`src/rtl/line_nav_sequencer.sv`:
```
// line_nav_sequencer: queued line-follow / turn / reverse command sequencer.
// Commands arrive through a small FIFO and run back-to-back. The three line
// sensors are synchronised and debounced. One step timer times travel, turn
// phases and reversing, and a stuck turn drops into FAULT until cleared.
module line_nav_sequencer #(
    parameter int DEPTH        = 4,
    parameter int TIMER_W      = 27,
    parameter int DEBOUNCE     = 50000,
    parameter int MIN_TRAVEL   = 25000000,
    parameter int TURN_TIMEOUT = 100000000,
    parameter int BACK_CYCLES  = 50000000,
    parameter int ULTRA_PERIOD = 5000000
) (
    input  logic                       clk,
    input  logic                       reset,
    input  logic                       sensor_l,
    input  logic                       sensor_m,
    input  logic                       sensor_r,
    input  logic [2:0]                 cmd_in,
    input  logic                       cmd_valid,
    output logic                       cmd_ready,
    input  logic                       clear_fault,
    output logic [2:0]                 output_action,
    output logic                       start_ultrasonic,
    output logic                       cmd_done,
    output logic                       fault,
    output logic [$clog2(DEPTH):0]     queue_count
);

    localparam int PTR_W = $clog2(DEPTH);
    localparam int CNT_W = PTR_W + 1;
    localparam int DB_W  = (DEBOUNCE > 1) ? $clog2(DEBOUNCE) : 1;
    localparam int UL_W  = (ULTRA_PERIOD > 1) ? $clog2(ULTRA_PERIOD) : 1;

    localparam logic [DB_W-1:0]    DB_LAST    = DB_W'(DEBOUNCE - 1);
    localparam logic [UL_W-1:0]    UL_LAST    = UL_W'(ULTRA_PERIOD - 1);
    localparam logic [TIMER_W-1:0] TRAVEL_MIN = TIMER_W'(MIN_TRAVEL);
    localparam logic [TIMER_W-1:0] TURN_LIM   = TIMER_W'(TURN_TIMEOUT);
    localparam logic [TIMER_W-1:0] BACK_LAST  = TIMER_W'(BACK_CYCLES - 1);
    localparam logic [CNT_W-1:0]   FULL_CNT   = CNT_W'(DEPTH);

    // Command codes
    localparam logic [2:0] CMD_FWD   = 3'b001;
    localparam logic [2:0] CMD_RIGHT = 3'b010;
    localparam logic [2:0] CMD_LEFT  = 3'b011;
    localparam logic [2:0] CMD_T180  = 3'b100;
    localparam logic [2:0] CMD_BACK  = 3'b101;

    // Motor actions
    localparam logic [2:0] ACT_STOP    = 3'b000;
    localparam logic [2:0] ACT_FWD     = 3'b001;
    localparam logic [2:0] ACT_GENTL_L = 3'b010;
    localparam logic [2:0] ACT_GENTL_R = 3'b011;
    localparam logic [2:0] ACT_SHARP_L = 3'b100;
    localparam logic [2:0] ACT_SHARP_R = 3'b101;
    localparam logic [2:0] ACT_BACK    = 3'b110;

    typedef enum logic [2:0] {
        S_IDLE, S_FWD, S_FWD_CROSS, S_TURN_LEAVE,
        S_TURN_SEEK, S_BACK, S_DONE, S_FAULT
    } state_t;

    state_t               state_reg, state_next;
    logic [2:0]           cmd_reg, cmd_next;
    logic                 pass_reg, pass_next;
    logic [TIMER_W-1:0]   timer_reg;
    logic [UL_W-1:0]      ultra_reg;
    logic                 pop;

    // ------------------------------------------------------------------
    // Sensor synchroniser and per-bit debounce ({l, m, r})
    // ------------------------------------------------------------------
    logic [2:0] sync1_reg, sync2_reg;
    logic [2:0] filt;

    // Two-flop synchroniser for the asynchronous sensor inputs
    always_ff @(posedge clk or posedge reset) begin
        if (reset) begin
            sync1_reg <= 3'b000;
            sync2_reg <= 3'b000;
        end else begin
            sync1_reg <= {sensor_l, sensor_m, sensor_r};
            sync2_reg <= sync1_reg;
        end
    end

    generate
        for (genvar gi = 0; gi < 3; gi++) begin : g_debounce
            logic [DB_W-1:0] cnt_reg;
            logic            bit_reg;

            // Flip the filtered bit once the synchronised input has disagreed
            // with it for DEBOUNCE consecutive samples
            always_ff @(posedge clk or posedge reset) begin
                if (reset) begin
                    cnt_reg <= '0;
                    bit_reg <= 1'b0;
                end else if (sync2_reg[gi] != bit_reg) begin
                    if (cnt_reg == DB_LAST) begin
                        cnt_reg <= '0;
                        bit_reg <= sync2_reg[gi];
                    end else begin
                        cnt_reg <= cnt_reg + DB_W'(1);
                    end
                end else begin
                    cnt_reg <= '0;
                end
            end

            assign filt[gi] = bit_reg;
        end
    endgenerate

    // ------------------------------------------------------------------
    // Command FIFO (only codes 001..101 are stored)
    // ------------------------------------------------------------------
    logic [2:0]       fifo_mem [DEPTH];
    logic [PTR_W-1:0] wr_ptr_reg, rd_ptr_reg;
    logic [CNT_W-1:0] count_reg;
    logic             push_ok;
    logic             flush;
    logic [2:0]       head;

    assign cmd_ready   = (count_reg != FULL_CNT);
    assign queue_count = count_reg;
    assign push_ok     = cmd_valid && cmd_ready &&
                         (cmd_in >= CMD_FWD) && (cmd_in <= CMD_BACK);
    assign head        = fifo_mem[rd_ptr_reg];
    // The queue is discarded on the cycle the FSM drops into FAULT; a push
    // landing in that same cycle is kept as the first new entry.
    assign flush       = (state_next == S_FAULT) && (state_reg != S_FAULT);

    // Command storage; writes go to slot 0 when the queue is being flushed
    always_ff @(posedge clk) begin
        if (push_ok)
            fifo_mem[flush ? '0 : wr_ptr_reg] <= cmd_in;
    end

    // FIFO pointers and occupancy
    always_ff @(posedge clk or posedge reset) begin
        if (reset) begin
            wr_ptr_reg <= '0;
            rd_ptr_reg <= '0;
            count_reg  <= '0;
        end else if (flush) begin
            rd_ptr_reg <= '0;
            wr_ptr_reg <= push_ok ? PTR_W'(1) : '0;
            count_reg  <= push_ok ? CNT_W'(1) : '0;
        end else begin
            if (push_ok)
                wr_ptr_reg <= wr_ptr_reg + PTR_W'(1);
            if (pop)
                rd_ptr_reg <= rd_ptr_reg + PTR_W'(1);
            case ({push_ok, pop})
                2'b10:   count_reg <= count_reg + CNT_W'(1);
                2'b01:   count_reg <= count_reg - CNT_W'(1);
                default: count_reg <= count_reg;
            endcase
        end
    end

    // ------------------------------------------------------------------
    // Sequencer FSM
    // ------------------------------------------------------------------

    // State, current command, 180 pass flag, step timer, ultrasonic divider
    always_ff @(posedge clk or posedge reset) begin
        if (reset) begin
            state_reg <= S_IDLE;
            cmd_reg   <= 3'b000;
            pass_reg  <= 1'b0;
            timer_reg <= '0;
            ultra_reg <= '0;
        end else begin
            state_reg <= state_next;
            cmd_reg   <= cmd_next;
            pass_reg  <= pass_next;
            if (state_next != state_reg)
                timer_reg <= '0;
            else if (timer_reg != '1)
                timer_reg <= timer_reg + TIMER_W'(1);
            if ((state_next == S_FWD) && (state_reg == S_FWD))
                ultra_reg <= (ultra_reg == UL_LAST) ? '0 : ultra_reg + UL_W'(1);
            else
                ultra_reg <= '0;
        end
    end

    // Next-state and motor action decode
    always_comb begin
        state_next    = state_reg;
        cmd_next      = cmd_reg;
        pass_next     = pass_reg;
        pop           = 1'b0;
        output_action = ACT_STOP;

        case (state_reg)
            S_IDLE: begin
                if (count_reg != '0) begin
                    pop       = 1'b1;
                    cmd_next  = head;
                    pass_next = 1'b0;
                    case (head)
                        CMD_FWD:                        state_next = S_FWD;
                        CMD_RIGHT, CMD_LEFT, CMD_T180:  state_next = S_TURN_LEAVE;
                        CMD_BACK:                       state_next = S_BACK;
                        default:                        state_next = S_IDLE;
                    endcase
                end
            end

            S_FWD: begin
                case (filt)
                    3'b110, 3'b100: output_action = ACT_GENTL_L;
                    3'b011, 3'b001: output_action = ACT_GENTL_R;
                    default:        output_action = ACT_FWD;
                endcase
                if ((filt == 3'b111) && (timer_reg >= TRAVEL_MIN))
                    state_next = S_FWD_CROSS;
            end

            S_FWD_CROSS: begin
                output_action = ACT_FWD;
                if (filt != 3'b111)
                    state_next = S_DONE;
            end

            S_TURN_LEAVE: begin
                output_action = (cmd_reg == CMD_LEFT) ? ACT_SHARP_L : ACT_SHARP_R;
                if (timer_reg == TURN_LIM)
                    state_next = S_FAULT;
                else if (!filt[1])
                    state_next = S_TURN_SEEK;
            end

            S_TURN_SEEK: begin
                output_action = (cmd_reg == CMD_LEFT) ? ACT_SHARP_L : ACT_SHARP_R;
                if (timer_reg == TURN_LIM) begin
                    state_next = S_FAULT;
                end else if (filt[1]) begin
                    if ((cmd_reg == CMD_T180) && !pass_reg) begin
                        pass_next  = 1'b1;
                        state_next = S_TURN_LEAVE;
                    end else begin
                        state_next = S_DONE;
                    end
                end
            end

            S_BACK: begin
                output_action = ACT_BACK;
                if (timer_reg == BACK_LAST)
                    state_next = S_DONE;
            end

            S_DONE: begin
                state_next = S_IDLE;
            end

            S_FAULT: begin
                if (clear_fault)
                    state_next = S_IDLE;
            end

            default: begin
                state_next = S_IDLE;
            end
        endcase
    end

    assign cmd_done         = (state_reg == S_DONE);
    assign fault            = (state_reg == S_FAULT);
    assign start_ultrasonic = (state_reg == S_FWD) && (ultra_reg == '0);

endmodule

```
`config.mk`:
```
export PLATFORM = sky130hd
export DESIGN_NAME = line_nav_sequencer
export DESIGN_NICKNAME = d
export VERILOG_FILES = /design/src/rtl/line_nav_sequencer.sv
export SDC_FILE = /design/constraint.sdc
export NUM_CORES = 1
export LEC_CHECK = 0
export CORE_MARGIN = 4
export CORE_UTILIZATION = 50
export CTS_CLUSTER_SIZE = 24
export DETAILED_ROUTE_END_ITERATION = 7
export HOLD_SLACK_MARGIN = 0.12
export PLACE_DENSITY_LB_ADDON = 0.05
export SLEW_MARGIN = 30
export SYNTH_ARGS = -nofsm -noshare
export SYNTH_HDL_FRONTEND = slang
export SYNTH_SLANG_ARGS = --single-unit
```
`constraint.sdc`:
```
create_clock -name clk -period 4.7 [get_ports clk]
set_input_delay 0.94 -clock clk [delete_from_list [all_inputs] [get_ports clk]]
set_output_delay 0.94 -clock clk [all_outputs]
set_load 0.05 [all_outputs]
```
# [After elaboration in Yosys (flattened, before gate mapping)]
# Memory sizes are Yosys's and may differ from the RTL's.
# Index checks and enable logic that the tools add are counted.
# Widths: inputs -> output; s select.
[classes] addsub=9 n_reduce_logical=26 n_eq_ne=41 muxes=43 n_lt_le_gt_ge=3
[ops] cell="$mux 16" n=6
[ops] cell="$mux 27" n=2
[ops] cell="$add 16x1->16 const B" n=3
[ops] cell="$eq 16x16->1 const B" n=3
[ops] cell="$mux 23" n=2
[ops] cell="$eq 3x3->1 const B" n=11
[ops] cell="$mux 3" n=11
[ops] cell="$add 27x1->27 const B" n=1
[ops] cell="$eq 27x26->1 const B" n=1
[ops] cell="$eq 27x27->1 const B" n=1
[ops] cell="$ge 27x25->1 const B" n=1
[ops] cell="$ne 27x27->1 const B" n=1
[ops] cell="$pmux 3 s8" n=1
[ops] cell="$add 23x1->23 const B" n=1
[ops] cell="$eq 23x23->1 const B" n=1
[ops] cell="$logic_not 23->1" n=1
[ops] cell="$eq 3x2->1 const B" n=6
[ops] cell="$eq 3x1->1 const B" n=4
[ops] cell="$pmux 3 s4" n=1
[ops] cell="$mux 1" n=11
[ops] cell="$mux 2" n=5
[ops] cell="$ne 3x3->1 const B" n=3
[ops] cell="$pmux 3 s3" n=1
[ops] cell="$logic_and 1x1->1" n=8
[ops] cell="21 further kinds" n=36
[totals] ramBits=12 in_bits=10 memories=1 output_inout_bits=10 wordCells=139 register_bits=121
[mem_list] name="fifo_mem" depth=4 width=3 rd=1 rd_ports_with_merged_regs=0 wr=1 line_no="117" text="logic [2:0] fifo_mem [DEPTH];"

# [Logic depth before layout (Yosys ltp)]
# Gate-level depths: netlist of run 1.
[depth] depth_word=9 depth_mapped=12 ltp_nobuf=10

# [Worst setup path before layout of run 1]
# No wires, ideal clock.
[synth_timing] path_kind="reg2out" start="register state_reg[1]" end="output output_action[0]" arrival_ns=1.952 t_required_ns=3.760 path_buffers=1 setup_slack_ns=1.808 stages_incl_launch_ff=5 cell_sequence="dfrtp_1 > clkbuf_1 > nand2_1 > nor3_1 > o32ai_1"
[synth_between] elab_chain_len=3 word_cells_on_any_way=7 cone_classes="eq/ne (5); mux (1); reduce/logical (1)"
[synth_lines] item="from (decl)" line_no="63" text="state_t state_reg, state_next;"
[synth_lines] item="from (signal assigned)" line_no="175" text="state_reg <= state_next;"
[synth_lines] item="$eq 3x3->1 or $eq 3x2->1 (tied branches)" line_no="197" text="case (state_reg)"
[synth_lines] item="$reduce_or 2->1 (no line)"
[synth_lines] item="$pmux 3 s4 (*)" line_no="197"
[synth_lines] item="to (decl)" line_no="23" text="output logic [2:0] output_action,"
# Mark *: on every way between the ends. The rest lies on a longest branch, timed or not.

# [Worst setup path after layout of run 1]
[layout_timing] start="register state_reg[0]" end="output start_ultrasonic"
[layout_between] elab_chain_len=2
[layout_lines] item="$eq 3x1->1" line_no="273" text="assign start_ultrasonic = (state_reg == S_FWD) && (ultra_reg == '0);"
[layout_lines] item="$logic_and 1x1->1" line_no="273"
[layout_lines] item="to (decl)" line_no="24" text="output logic start_ultrasonic,"
# Every way passes these cells.

==> results of run 1 <==
worst reg2reg max path: stages (launching register included):
cell,delay [ns]
dfrtp_1,0.41
inv_1,0.07
ha_1,0.15
nand4bb_1,0.10
nor4_1,0.40
nand4_1,0.16
o211ai_1,0.15
a21boi_1,0.22
o21ai_1,0.41
nor4_4,0.15
nor4b_1,0.62
kinds of logic after synthesis:
kind of cell	count (synthesis)	synth area share (%)
XOR/XNOR	95	12.09
AO/OA/AOI/OAI	45	4.617
adder cells (fa/ha/maj)	8	1.563
buffers and inverters	38	2.981
flip-flops	133	49.23
multiplexers	9	1.927
AND/OR/NAND/NOR	357	27.59
layer usage:
metal,track usage (%),vias to the layer above
met5,0,-
met1,24.09,2332
met2,29.20,65
li1,-,2390
met4,5.995,0
met3,5.330,13
final timing paths:
check / from / depth (start not counted) / end
max: state_reg[0] / 5 / start_ultrasonic
min: sync1_reg[0] / 0 / sync2_reg[0]
max reg2reg: timer_reg[0] / 10 / fifo_mem[2][0]
min reg2reg: sync1_reg[0] / 0 / sync2_reg[0]
max in group asynchronous: reset / 3 / g_debounce[0].cnt_reg[11]
min in group asynchronous: reset / 2 / sync2_reg[2]
layout make-up:
| cell class | count | area, sq um | area share [%] |
|---|---|---|---|
| inverter | 18 | 72.57 | 0.9302 |
| tap | 176 | 220.2 | 2.823 |
| timing repair buffer | 22 | 225.2 | 2.887 |
| clock buffer | 18 | 429.2 | 5.501 |
| multi-input combinational | 514 | 3306 | 42.37 |
| sequential | 133 | 3388 | 43.43 |
| clock inverter | 14 | 160.2 | 2.053 |
power breakdown:
group          switching, mW  internal, mW
Sequential             0.129          1.26
Combinational          0.729         0.375
Clock                  0.496         0.828
Total                   1.35          2.46
cell usage in the layout, fill, tap and decap left out, types with 18 or more instances in the layout:
master	n
nand4_1	23
nor3_1	18
clkdlybuf4s50_1	19
nor2_1	121
nor2_4	19
xnor2_1	37
nand3_1	35
nand2_1	54
and3_1	27
dfrtp_1	121
xor2_1	58
stage by stage:
step           power, mW  setup slack [ns]  instances  utilization, %
2_1_floorplan      2.374            0.5458        685               -
4_1_cts            3.874             1.175        895           58.43
3_3_place_gp       2.491             1.292        863           53.96
6_report           3.819             1.185        895           58.45
5_1_grt            4.040             1.039        895           58.45
3_5_place_dp       2.526             1.215        863           54.01
==> impl_results.md, run 1 <==
* Clk sinks at around 130
* Top Metal Used: met4
* Max FO, Critical Path at 14
* Final Hold Viols at 0
* Synth unique cells at 60
* MaxCap Viol Count at 0
* Setup crit start kind: flip-flop
* Largest net degree at the start of global routing at ~70
* DRC at 0
* Post-DP HPWL at between 9000 and 10000 um
* Worst vdd ir at approximately 0.38 mV
* Final wirelength at between 10000 and 15000 um
* Status: finished, final reports clean
* DR pass1 iterations at 4
* Post-CTS Setup Bufs at 0
* Yosys top cell area share at between 40 and 50%
* Clock Latency Late Sink at roughly 0.42 ns
* Worst-Margin Slew at 0.7882 ns
* Fillers at 1193
* CTS root buffer: clkbuf_16
* Ys flop type: dfrtp_1
* Die H at approximately 130 um
* Required @ worst endpoint at roughly 3.8 ns
* Number of global-route vias before repair at 5046
* PwrDens at approximately 490 nW/um^2
* Share of cells above drive strength 1 at about a tenth
* I/O pins at 20
* Setup_tns at 0 ns
* Synth cell count leaders: dfrtp_1 (121), nor2_1 (121), xor2_1 (58), nand2_1 (54), xnor2_1 (37)
* Slowest CP cell: clkdlybuf4s50_1
* CTS tree: done
* Post-Syn Nets at 703
* Initial DRC Count at about 310
* Global-route usage over all layers at 18.26%
* Final GP Congestion at roughly 0.85
* Buf+Inv Stages, Crit Path at 1
* Final #Nets at 724
* Initial antenna violation count at 0
* Grt total ovfl at 0
* Placed cell area at a little over 7000 sq um
* # port buffers at 19
* Synth top area cells: dfrtp_1 (44%), xor2_1 (7.4%), nor2_1 (6.6%)
* Final Cycle Share at 74.79%
* Crit Path Category: flip-flop to output port
* Met2 WL post-DR at approximately 6300 um
* RSZ-0062 raised after global routing: no
* Die ar. at approximately 16000 sq um
* Worst Setup End Kind: output port
* Initial Utilization at about half
* Crit path cell chain: nand2b_1, nor2_1, nand4_1, nor2_1, clkdlybuf4s50_1
* Synthesis-stage register bit count at 133
* Final antenna-violating net count at 0
* Die Width at 125.3 um
* Synth Cell Area at 6883 sq um
* Synthesized instance count at 685
* First-pass GRT wire length at approximately 24000 um
* Hold_ws at around 0.35 ns
* Max Fclk at 284.5 MHz
* Tmin final at 3.515 ns
* Post-synthesis async set-or-reset flop share at around 91%
* HP Class: flip-flop to flip-flop
* Metal3 WL at 454 um
* H-tree depth at 4
* Number of synthesized flops with an enable pin at 12
* Ant. Diodes at 0
* Leakage Power at 3.207 nW
* Area Growth Syn to Fin at 13.34%
* Resize count post-CTS at 0
* Warnings from Yosys at 0
* Routed WL per cell at 14.73 um
* R2R Setup Slk at around 1.5 ns
* Via count at 4800
* Most frequent CP cell: nor2_1
* Setup Skew at roughly 0.009 ns
* Core area at between 10000 and 15000 sq um
* Clk slew on worst S/H paths at about 0.060 ns
* Longest Clk Path Bufs at 2
* Slew headroom at between 40 and 50%
* Design Area, Final at 7801 sq um
* Placement row count at between 40 and 50
* M1 WL at 6189 um
* TritonCTS Buffers at 17
* Critical Path AT at around 2.6 ns
* Cell accounting for the most synthesized area: dfrtp_1
* Setup violators final at 0
* Seq/Total Area, Yosys at ~50%
* Syn_area_per_cell at ~10 sq um
* Max reg flops at 48
* Final slew viol count at 0
* Max stage delay on crit path at ~0.82 ns
* Hold-fix buffers, CTS at 0
* Vias per inst at 5.363
* CP delay by family, top: buffers and inverters
Note: power is estimated with default switching activity, not from simulation.
==> run 2: changes to the inputs <==
==> constraint.sdc (replaced) <==
create_clock -name clk -period 3.1 [get_ports clk]
set_input_delay 0.62 -clock clk [delete_from_list [all_inputs] [get_ports clk]]
set_output_delay 0.62 -clock clk [all_outputs]
set_load 0.05 [all_outputs]
==> run 2 against run 1 <==
Routed wire length increased by 0.80%. Worst setup slack got worse by 1.1 ns. Sequential power increased by 50%. Global-route usage decreased by 0.21 points. Combinational power increased by 64%. Critical path type unchanged. Largest power group unchanged.
==> impl_results.md, run 2 (same netlist as run 1, synthesis figures left out) <==
* Pwr Total at 5.837 mW (was 3.819 mW)
* Final slew viol count at 0 (unchanged)
* HP Class: flip-flop to flip-flop (unchanged)
* Design Area, Final at 7894 sq um (was 7801 sq um)
* Setup_tns at 0 ns (unchanged)
* Final #Nets at 735 (was 724)
* Clock Latency Late Sink at 0.41 ns (was 0.42 ns)
* Hold-fix buffers, CTS at 0 (unchanged)
* PwrDens at 739.4 nW/um^2 (was 489.5 nW/um^2)
* Final core occ at 59.14% (was 58.45%)
* Vias per inst at 5.394 (was 5.363)
* Die H at 125.3 um (unchanged)
* TritonCTS Buffers at 17 (unchanged)
* Worst Setup End Kind: output port (unchanged)
* CP delay by family, top: buffers and inverters (unchanged)
* Final Hold Viols at 0 (unchanged)
* Grt total ovfl at 0 (unchanged)
* Slowest CP cell: clkdlybuf4s50_1 (unchanged)
* Max reg flops at 48 (unchanged)
* First-pass GRT wire length at 23320 um (was 23560 um)
* Routed WL per cell at 14.67 um (was 14.73 um)
* Crit Path Category: flip-flop to output port (unchanged)
* Max FO, Critical Path at 14 (unchanged)
* Setup violators final at 0 (unchanged)
* Core area at 13350 sq um (unchanged)
* Crit path cell chain: nand2_1, nor3_1, o32ai_1, clkdlybuf4s50_1 (was nand2b_1, nor2_1, nand4_1, nor2_1, clkdlybuf4s50_1)
* Clk sinks at 133 (unchanged)
* Largest net degree at the start of global routing at 48 (was 71)
* CTS root buffer: clkbuf_16 (unchanged)
* Worst vdd ir at 0.6069 mV (was 0.3825 mV)
* Placement row count at 42 (unchanged)
* # port buffers at 19 (unchanged)
* Slew headroom at 53.43% (was 46.88%)
* Max stage delay on crit path at 0.88 ns (was 0.82 ns)
* RSZ-0062 raised after global routing: no (unchanged)
* Final wirelength at 13290 um (was 13180 um)
* Worst-Margin Slew at 0.6971 ns (was 0.7882 ns)
* Final GP Congestion at 0.8726 (was 0.8450)
* I/O pins at 20 (unchanged)
* Die Width at 125.3 um (unchanged)
* Required @ worst endpoint at 2.48 ns (was 3.76 ns)
* Post-DP HPWL at 9408 um (was 9108 um)
* Register Area at 3388 sq um (unchanged)
* Global-route usage over all layers at 18.06% (was 18.26%)
* H-tree depth at 4 (unchanged)
* Initial Utilization at 51.57% (unchanged)
* R2R Setup Slk at 0.26 ns (was 1.49 ns)
* Share of cells above drive strength 1 at 11.78% (was 9.736%)
* Status: finished, final reports clean (unchanged)
* Placed cell area at 7291 sq um (was 7209 sq um)
* Setup Skew at 0.007933 ns (was 0.008885 ns)
* Tmin final at between 2 and 3 ns
* Ant. Diodes at 0 (unchanged)
* Final Cycle Share at a little over nine tenths
* Area Growth Syn to Fin at 14.69% (was 13.34%)
* MaxCap Viol Count at 0 (unchanged)
* Fillers at 1167 (was 1193)
* CTS tree: done (unchanged)
* Number of global-route vias before repair at 4880 (was 5046)
* Longest Clk Path Bufs at 2 (unchanged)
* Initial antenna violation count at 0 (unchanged)
* Initial DRC Count at 450 (was 312)
* Die ar. at 15710 sq um (unchanged)
* Buf+Inv Stages, Crit Path at 1 (unchanged)
* Final antenna-violating net count at 0 (unchanged)
* Setup crit start kind: flip-flop (unchanged)
* Area of the multi-input gates at 3311 sq um (was 3306 sq um)
* Most frequent cells in the layout: nor2_1 (121), dfrtp_1 (121), xor2_1 (58), nand2_1 (54), xnor2_1 (37) (unchanged)
* Critical Path AT at 2.35 ns (was 2.58 ns)
* Max Fclk at ~340 MHz
* Clk slew on worst S/H paths at 0.06 ns (about the same)
* DR pass1 iterations at 5 (was 4)
* Leakage Power at 3.279 nW (was 3.207 nW)
* Via count at 4887 (was 4800)
* DRC at 0 (unchanged)
run 2: cell count changes in the layout (fill, tap and decap cells not counted), sizes merged:
cell / before / now
clkdlybuf4s50: 19 / 17
dlygate4sd2: 0 / 1
dlymetal6s2s: 0 / 1
bufinv: 3 / 2
clkbuf: 18 / 17
inv: 19 / 20
clkinvlp: 3 / 4
buf: 3 / 14
run 2: through the flow:
stage               cells  hold WS (ns)  worst slack, ns
floorplan             685        0.3312           0.2742
global placement      873        0.3335           0.2809
detailed placement    873        0.3373           0.2072
CTS                   905        0.3509          0.08605
global route          906        0.3523          0.01723
finish                906        0.3491           0.1328
run 2: worst paths after layout:
path / start / end / cells past startpoint
max: state_reg[0] / output_action[0] / 4
min: sync1_reg[2] / sync2_reg[2] / 0
max reg2reg: timer_reg[0] / fifo_mem[2][2] / 14
min reg2reg: sync1_reg[2] / sync2_reg[2] / 0
max in group asynchronous: reset / g_debounce[2].bit_reg / 3
min in group asynchronous: reset / g_debounce[2].cnt_reg[14] / 2
run 2: repair_timing:
action / in CTS / in global routing
pin swaps: 0 / 1
endpoints found under the setup margin: 1 / 29
gates resized for setup: 1 / 4
setup buffers: 0 / 1
run 2: final cells by class:
class	count	area share, %
clock buffer	17	5.389
clock inverter	15	1.981
inverter	18	0.9035
multi-input combinational	514	41.94
sequential	133	42.92
tap	176	2.790
timing repair buffer	33	4.074
run 2: power breakdown:
group	total, mW	internal (mW)	switching [mW]
clock network	1.96	1.19	0.769
logic	1.80	0.644	1.15
registers	2.08	1.91	0.171
run 2: per-layer routing:
| metal | wire [um] | track usage (%) |
|---|---|---|
| met5 | 0 | 0 |
| met4 | 122 | 5.485 |
| met3 | 393 | 4.478 |
| met2 | 6447 | 29.61 |
| met1 | 6323 | 23.89 |
